==> config.mk <==
export PLATFORM = sky130hd
export DESIGN_NAME = rain_column_scheduler
export DESIGN_NICKNAME = d
export VERILOG_FILES = /design/src/rtl/rain_pkg.sv /design/src/rtl/lfsr8.sv /design/src/rtl/rain_column_scheduler.sv
export SDC_FILE = /design/constraint.sdc
export NUM_CORES = 2
export LEC_CHECK = 0
export ABC_AREA = 1
export ABC_CLOCK_PERIOD_IN_PS = 7170
export CORE_MARGIN = 2
export CORE_UTILIZATION = 30
export CTS_CLUSTER_DIAMETER = 120
export DETAILED_ROUTE_END_ITERATION = 12
export GPL_TIMING_DRIVEN = 0
export PLACE_DENSITY = 0.41
export REMOVE_ABC_BUFFERS = 1
export SYNTH_ARGS = -nofsm -noshare
export SYNTH_HDL_FRONTEND = slang
export SYNTH_HIERARCHICAL = 1
export SYNTH_SLANG_ARGS = --single-unit
==> constraint.sdc <==
create_clock -name clk -period 7.17 [get_ports clk]
set_input_delay 1.434 -clock clk [delete_from_list [all_inputs] [get_ports clk]]
set_output_delay 1.434 -clock clk [all_outputs]
set_load 0.005 [all_outputs]
==> src/rtl/rain_pkg.sv <==
`default_nettype none
// ============================================================================
// Module   : rain_pkg
// Brief    : Shared constants, slot record and sweep FSM encoding for the
//            glyph-rain column scheduler.
// Revision : 1.0
// ============================================================================
package rain_pkg;

    localparam int DEF_NUM_COLS = 80;
    localparam int DEF_ROWS     = 40;
    localparam int DEF_TRAIL    = 8;

    // Feedback taps b7^b5^b4^b3
    localparam logic [7:0] LFSR_TAPS = 8'hB8;

    typedef struct packed {
        logic       active;
        logic [5:0] head;
        logic [1:0] speed;
        logic [1:0] phase;
    } slot_t;

    typedef enum logic [1:0] {
        ST_IDLE  = 2'd0,
        ST_SWEEP = 2'd1,
        ST_DONE  = 2'd2
    } sched_state_t;

endpackage
`default_nettype wire

==> src/rtl/lfsr8.sv <==
`default_nettype none
// ============================================================================
// Module   : lfsr8
// Brief    : 8-bit Fibonacci LFSR that advances only when step is high.
// Revision : 1.0
// ============================================================================
module lfsr8
    import rain_pkg::*;
(
    input  logic       clk,
    input  logic       rst_n,
    input  logic       step,
    input  logic [7:0] seed,
    output logic [7:0] q
);

    always_ff @(posedge clk) begin
        if (!rst_n) begin
            q <= seed;
        end else if (step) begin
            q <= {q[6:0], ^(q & LFSR_TAPS)};
        end
    end

endmodule
`default_nettype wire

==> src/rtl/rain_column_scheduler.sv <==
`default_nettype none
// ============================================================================
// Module   : rain_column_scheduler
// Brief    : Per-column drop slots swept once per frame, plus a registered
//            trail-distance query port for the pixel pipeline.
// Revision : 1.0
// ============================================================================
module rain_column_scheduler
    import rain_pkg::*;
#(
    parameter int         NUM_COLS = DEF_NUM_COLS,
    parameter int         ROWS     = DEF_ROWS,
    parameter int         TRAIL    = DEF_TRAIL,
    parameter logic [7:0] SEED     = 8'hA5
) (
    input  logic        clk,
    input  logic        rst_n,
    input  logic        frame_tick,
    input  logic        enable,
    input  logic [3:0]  density,
    input  logic [6:0]  rd_col,
    input  logic [5:0]  rd_row,
    output logic        rd_hit,
    output logic [2:0]  rd_dist,
    output logic        rd_head,
    output logic        busy,
    output logic        overrun,
    output logic [10:0] frame_cnt
);

    localparam logic [6:0] LAST_IDX  = 7'(NUM_COLS - 1);
    localparam logic [6:0] COL_LIMIT = 7'(NUM_COLS);
    localparam logic [5:0] HEAD_MAX  = 6'(ROWS + TRAIL - 1);
    localparam logic [5:0] TRAIL_LEN = 6'(TRAIL);

    sched_state_t r_state;
    sched_state_t w_state_next;
    logic [6:0]   r_idx;
    logic         w_sweep;
    logic         w_done;
    logic         w_tick_go;
    logic [7:0]   w_lfsr;
    logic         w_unused_lfsr;
    slot_t        r_slots [NUM_COLS];
    slot_t        w_cur;
    slot_t        w_upd;
    logic         w_rd_active;
    logic [5:0]   w_rd_head;
    logic [5:0]   w_rd_t;
    logic         w_rd_hit;

    assign w_tick_go     = frame_tick & enable;
    assign w_unused_lfsr = ^w_lfsr[7:6];

    lfsr8 u_lfsr (
        .clk   (clk),
        .rst_n (rst_n),
        .step  (w_sweep),
        .seed  (SEED),
        .q     (w_lfsr)
    );

    always_ff @(posedge clk) begin
        if (!rst_n) begin
            r_state <= ST_IDLE;
        end else begin
            r_state <= w_state_next;
        end
    end

    always_comb begin
        w_state_next = r_state;
        case (r_state)
            ST_IDLE:  if (w_tick_go) w_state_next = ST_SWEEP;
            ST_SWEEP: if (r_idx == LAST_IDX) w_state_next = ST_DONE;
            ST_DONE:  w_state_next = ST_IDLE;
            default:  w_state_next = ST_IDLE;
        endcase
    end

    always_comb begin
        busy    = (r_state != ST_IDLE);
        w_sweep = (r_state == ST_SWEEP);
        w_done  = (r_state == ST_DONE);
    end

    // Ticks that arrive during SWEEP or DONE are dropped but remembered
    always_ff @(posedge clk) begin
        if (!rst_n) begin
            r_idx     <= '0;
            frame_cnt <= '0;
            overrun   <= 1'b0;
        end else begin
            if (!busy && w_tick_go) begin
                r_idx <= '0;
            end else if (w_sweep) begin
                r_idx <= r_idx + 7'd1;
            end
            if (w_done) begin
                frame_cnt <= frame_cnt + 11'd1;
            end
            if (busy && w_tick_go) begin
                overrun <= 1'b1;
            end
        end
    end

    always_comb begin
        w_cur = (r_idx < COL_LIMIT) ? r_slots[r_idx] : '0;
        w_upd = w_cur;
        if (w_cur.active) begin
            if (w_cur.phase == w_cur.speed) begin
                w_upd.phase = 2'd0;
                if (w_cur.head == HEAD_MAX) begin
                    w_upd.active = 1'b0;
                end else begin
                    w_upd.head = w_cur.head + 6'd1;
                end
            end else begin
                w_upd.phase = w_cur.phase + 2'd1;
            end
        end else if (w_lfsr[3:0] < density) begin
            w_upd.active = 1'b1;
            w_upd.head   = 6'd0;
            w_upd.speed  = w_lfsr[5:4];
            w_upd.phase  = 2'd0;
        end
    end

    always_ff @(posedge clk) begin
        if (!rst_n) begin
            for (int i = 0; i < NUM_COLS; i++) begin
                r_slots[i] <= '0;
            end
        end else if (w_sweep) begin
            r_slots[r_idx] <= w_upd;
        end
    end

    // The query reads the pre-edge array, so a same-cycle write is not visible
    always_comb begin
        w_rd_active = 1'b0;
        w_rd_head   = '0;
        if (rd_col < COL_LIMIT) begin
            w_rd_active = r_slots[rd_col].active;
            w_rd_head   = r_slots[rd_col].head;
        end
        w_rd_t   = w_rd_head - rd_row;
        w_rd_hit = w_rd_active && (w_rd_head >= rd_row) && (w_rd_t < TRAIL_LEN);
    end

    always_ff @(posedge clk) begin
        if (!rst_n) begin
            rd_hit  <= 1'b0;
            rd_dist <= '0;
            rd_head <= 1'b0;
        end else begin
            rd_hit  <= w_rd_hit;
            rd_dist <= w_rd_hit ? w_rd_t[2:0] : 3'd0;
            rd_head <= w_rd_hit && (w_rd_t == 6'd0);
        end
    end

endmodule
`default_nettype wire

==> results.txt <==
status -> finished, final reports clean
crit path time final -> 6.84 ns
internal power -> 0.0150 W
Worst Path Required -> 7.81 ns
VDD IR max -> 0.153 mV
Syn Inst Count -> 7441
routed wire length per instance -> 25.8 um
CTS Hold Bufs -> 0
ys flop type -> edfxtp_1
final setup fails -> 0
io pins -> 39
Via density -> 5.36
Pwr Density -> 261 nW/um^2
clock transition at the registers of the reported paths -> 0.06 ns
register area -> 43200 um^2
RSZ-0062 raised after global routing -> no
initial antenna violation count -> 5
Tot GR Track Use -> 0.217
number of synthesized flops with an enable pin -> 1416
vias post-DR -> 55200
post-detail-place hpwl -> 151 mm
register area share after synthesis -> 0.617
CTS Buf Count -> 169
Pwr Total -> 0.0206 W
DRT iter0 DRCs -> 6274
fmax -> 146 MHz
Comb pwr share -> 0.118
Yosys top cell area share -> 0.608
footprint of the multi-input gates -> 22800 um^2
DRT Pass-1 Iters -> 6
Initial Util -> 0.301
H-tree depth -> 4
syn_area_per_cell -> 9.41 um^2
P_sw -> 0.00561 W
Crit path arrival time -> 7.48 ns
die width -> 487 um
commonest cells after routing, fill and taps aside -> 1722 x nand2_1, 1416 x edfxtp_1, 1273 x nand3_1
Synth Cell Area -> 70000 um^2
Max clock buf depth -> 3
Area growth syn-to-layout -> 12.9%
setup TNS -> 0 ns
Final Worst Setup Slack -> 0.329 ns
Skew-Pair Late Insertion Delay -> 0.83 ns
commonest non-fill, non-tap cell in the layout -> nand2_1
GR Overflow Total -> 0
synthesized flop and latch total -> 1449
Sw Ratio -> 0.272
Worst Setup End Kind -> register
FFs w/ async S/R, synth -> 0
Routability Congestion -> 0.804
Hold Path Class -> reg2reg
layout cell share with drive strength beyond 1 -> 0.0543
Setup CP Type -> reg2reg
max-cap violations -> 0
Setup Skew -> 0.0298 ns
I/O Buffers -> 38
Clock Sinks -> 1449
synth unique cells -> 47
Slew HR -> 0.0477
final wirelength -> 266 mm
core footprint -> 232000 um^2
clk root buf -> clkbuf_16
Clock Power Share -> 0.411
area leader, netlist -> edfxtp_1
# nets final -> 7146
largest net degree at the start of global routing -> 166
Fin. Hold Viols -> 0
CP Launch Type -> register
vias in the first global route -> 52500
largest cells by area after synthesis -> edfxtp_1 61%, nand2_1 9.3%, nand3_1 9.1%
Final Cycle Share -> 0.954
first-pass GRT wire length -> 379 mm
Slew @ Worst Pin -> 1.42 ns
Sequential Power Share -> 0.471
r2r worst-path depth -> 20
top fanout value on the critical path -> 65
dpl ws -> -0.361 ns
Final ANT Viol Nets -> 0
DIE HEIGHT -> 487 um
CTS tree -> yes
Leak -> 28.1 nW
die area -> 237000 um^2
fillers -> 23400
DRC -> 0
Synth warnings -> 6
Pins Over Slew Limit -> 0
Worst Hold Depth -> 2
# rows -> 177
-- worst paths after layout --
check	startpoint	slack [ns]	end
min reg2reg	overrun	0.48	overrun
max	register	0.33	r_slots[114][7]
max reg2reg	register	0.33	r_slots[114][7]
min	overrun	0.48	overrun
-- registers in the layout, summed over array words and instances (netlist names), named ones only --
name	flops
r_state	2
r_slots	1408
frame_cnt	11
rd_dist	3
u_lfsr/q	8
rd_hit	1
overrun	1
r_idx	7
rd_head	1
-- stage by stage --
step            util  area [um^2]  hold slack, ns  instances
3_5_place_dp   0.317        73500           0.464       9975
5_1_grt        0.340        79000           0.517      10300
3_3_place_gp   0.306        71100           0.463       9882
6_report       0.340        79000           0.479      10300
2_1_floorplan      -        66900           0.460       6801
4_1_cts        0.340        78900           0.488      10300
-- synthesized netlist by cell type (2+ instances only) --
master       n
a21oi_1    388
a31oi_1      4
a32o_1       9
a32oi_1      2
and2_1       2
buf_1       48
buf_2      253
buf_4       62
buf_6       16
clkbuf_1   267
clkinv_1     5
conb_1       2
dfxtp_1     33
edfxtp_1  1416
ha_1        12
inv_1      280
inv_2        5
nand2_1   1730
nand2_2      3
nand3_1   1277
nand3_2      3
nand4_1      5
nor2_1    1007
nor2_2       2
nor3_1      11
nor3b_1      2
o211ai_1    22
o21a_1       2
o21ai_0    392
o21ai_1     13
o21ai_2      2
o221ai_1    91
o22ai_1     53
o311ai_0     5
or2_2        4
xor2_1       2
-- metal layers --
| metal | vias up | wire length [um] | global-route usage |
|---|---|---|---|
| li1 | 25100 | - | - |
| met1 | 27500 | 119000 | 0.308 |
| met2 | 2187 | 121000 | 0.343 |
| met3 | 409 | 17500 | 0.0265 |
| met4 | 0 | 8260 | 0.0714 |
| met5 | - | 0 | 0 |
-- worst max-delay path, cell delays in order, from the launching register on --
cell	delay [ns]
dfxtp_4	0.67
buf_16	0.33
buf_16	0.28
buf_16	0.29
buf_16	0.27
buf_16	0.31
o21ai_0	0.16
o22ai_1	0.18
nand2_1	0.12
nand3_1	0.13
nand3_1	0.23
o21ai_1	0.17
nand2_1	0.07
nand3_1	0.26
inv_1	0.09
nor2_2	0.63
nand2_2	0.23
nor2_4	0.39
nand3_4	0.68
nand2_2	0.67
buf_12	0.26
-- kinds of logic (layout without fill, tap and decap cells) --
family | Yosys count | in the layout | synth area share
other cells | 2 | 11 | 0.000107
simple gates | 4050 | 4052 | 0.241
xor+xnor | 3 | 3 | 0.000376
flops | 1449 | 1449 | 0.617
compound gates | 987 | 988 | 0.0788
buf+inv | 937 | 738 | 0.0599
fa+ha+maj | 13 | 13 | 0.00243
-- power by group through the flow --
| stage | Combinational [W] | Clock (W) | Sequential (W) |
|---|---|---|---|
| after floorplan | 0.00117 | 0 | 0.00992 |
| after global placement | 0.00230 | 0 | 0.0100 |
| after detailed placement | 0.00237 | 0 | 0.00988 |
| after CTS | 0.00240 | 0.00859 | 0.00970 |
| after global routing | 0.00259 | 0.00893 | 0.00972 |
| final | 0.00244 | 0.00846 | 0.00970 |
-- cell type report --
cell class | count | share of cell area
Multi-Input combinational cell | 5064 | 0.289
Tap cell | 3043 | 0.0482
Clock buffer | 223 | 0.0587
Timing Repair Buffer | 137 | 0.0347
Antenna cell | 3 | 0.0000950
Inverter | 291 | 0.0146
Clock inverter | 87 | 0.00782
Sequential cell | 1449 | 0.547
-- repair_timing --
action	4_1_cts	5_1_grt
setup endpoints to repair	248	316
gates cloned	3	4
resized for setup	2	2
buffers inserted	0	2
pin swaps	1	2
No activity file was read; power rests on OpenSTA's default activity.
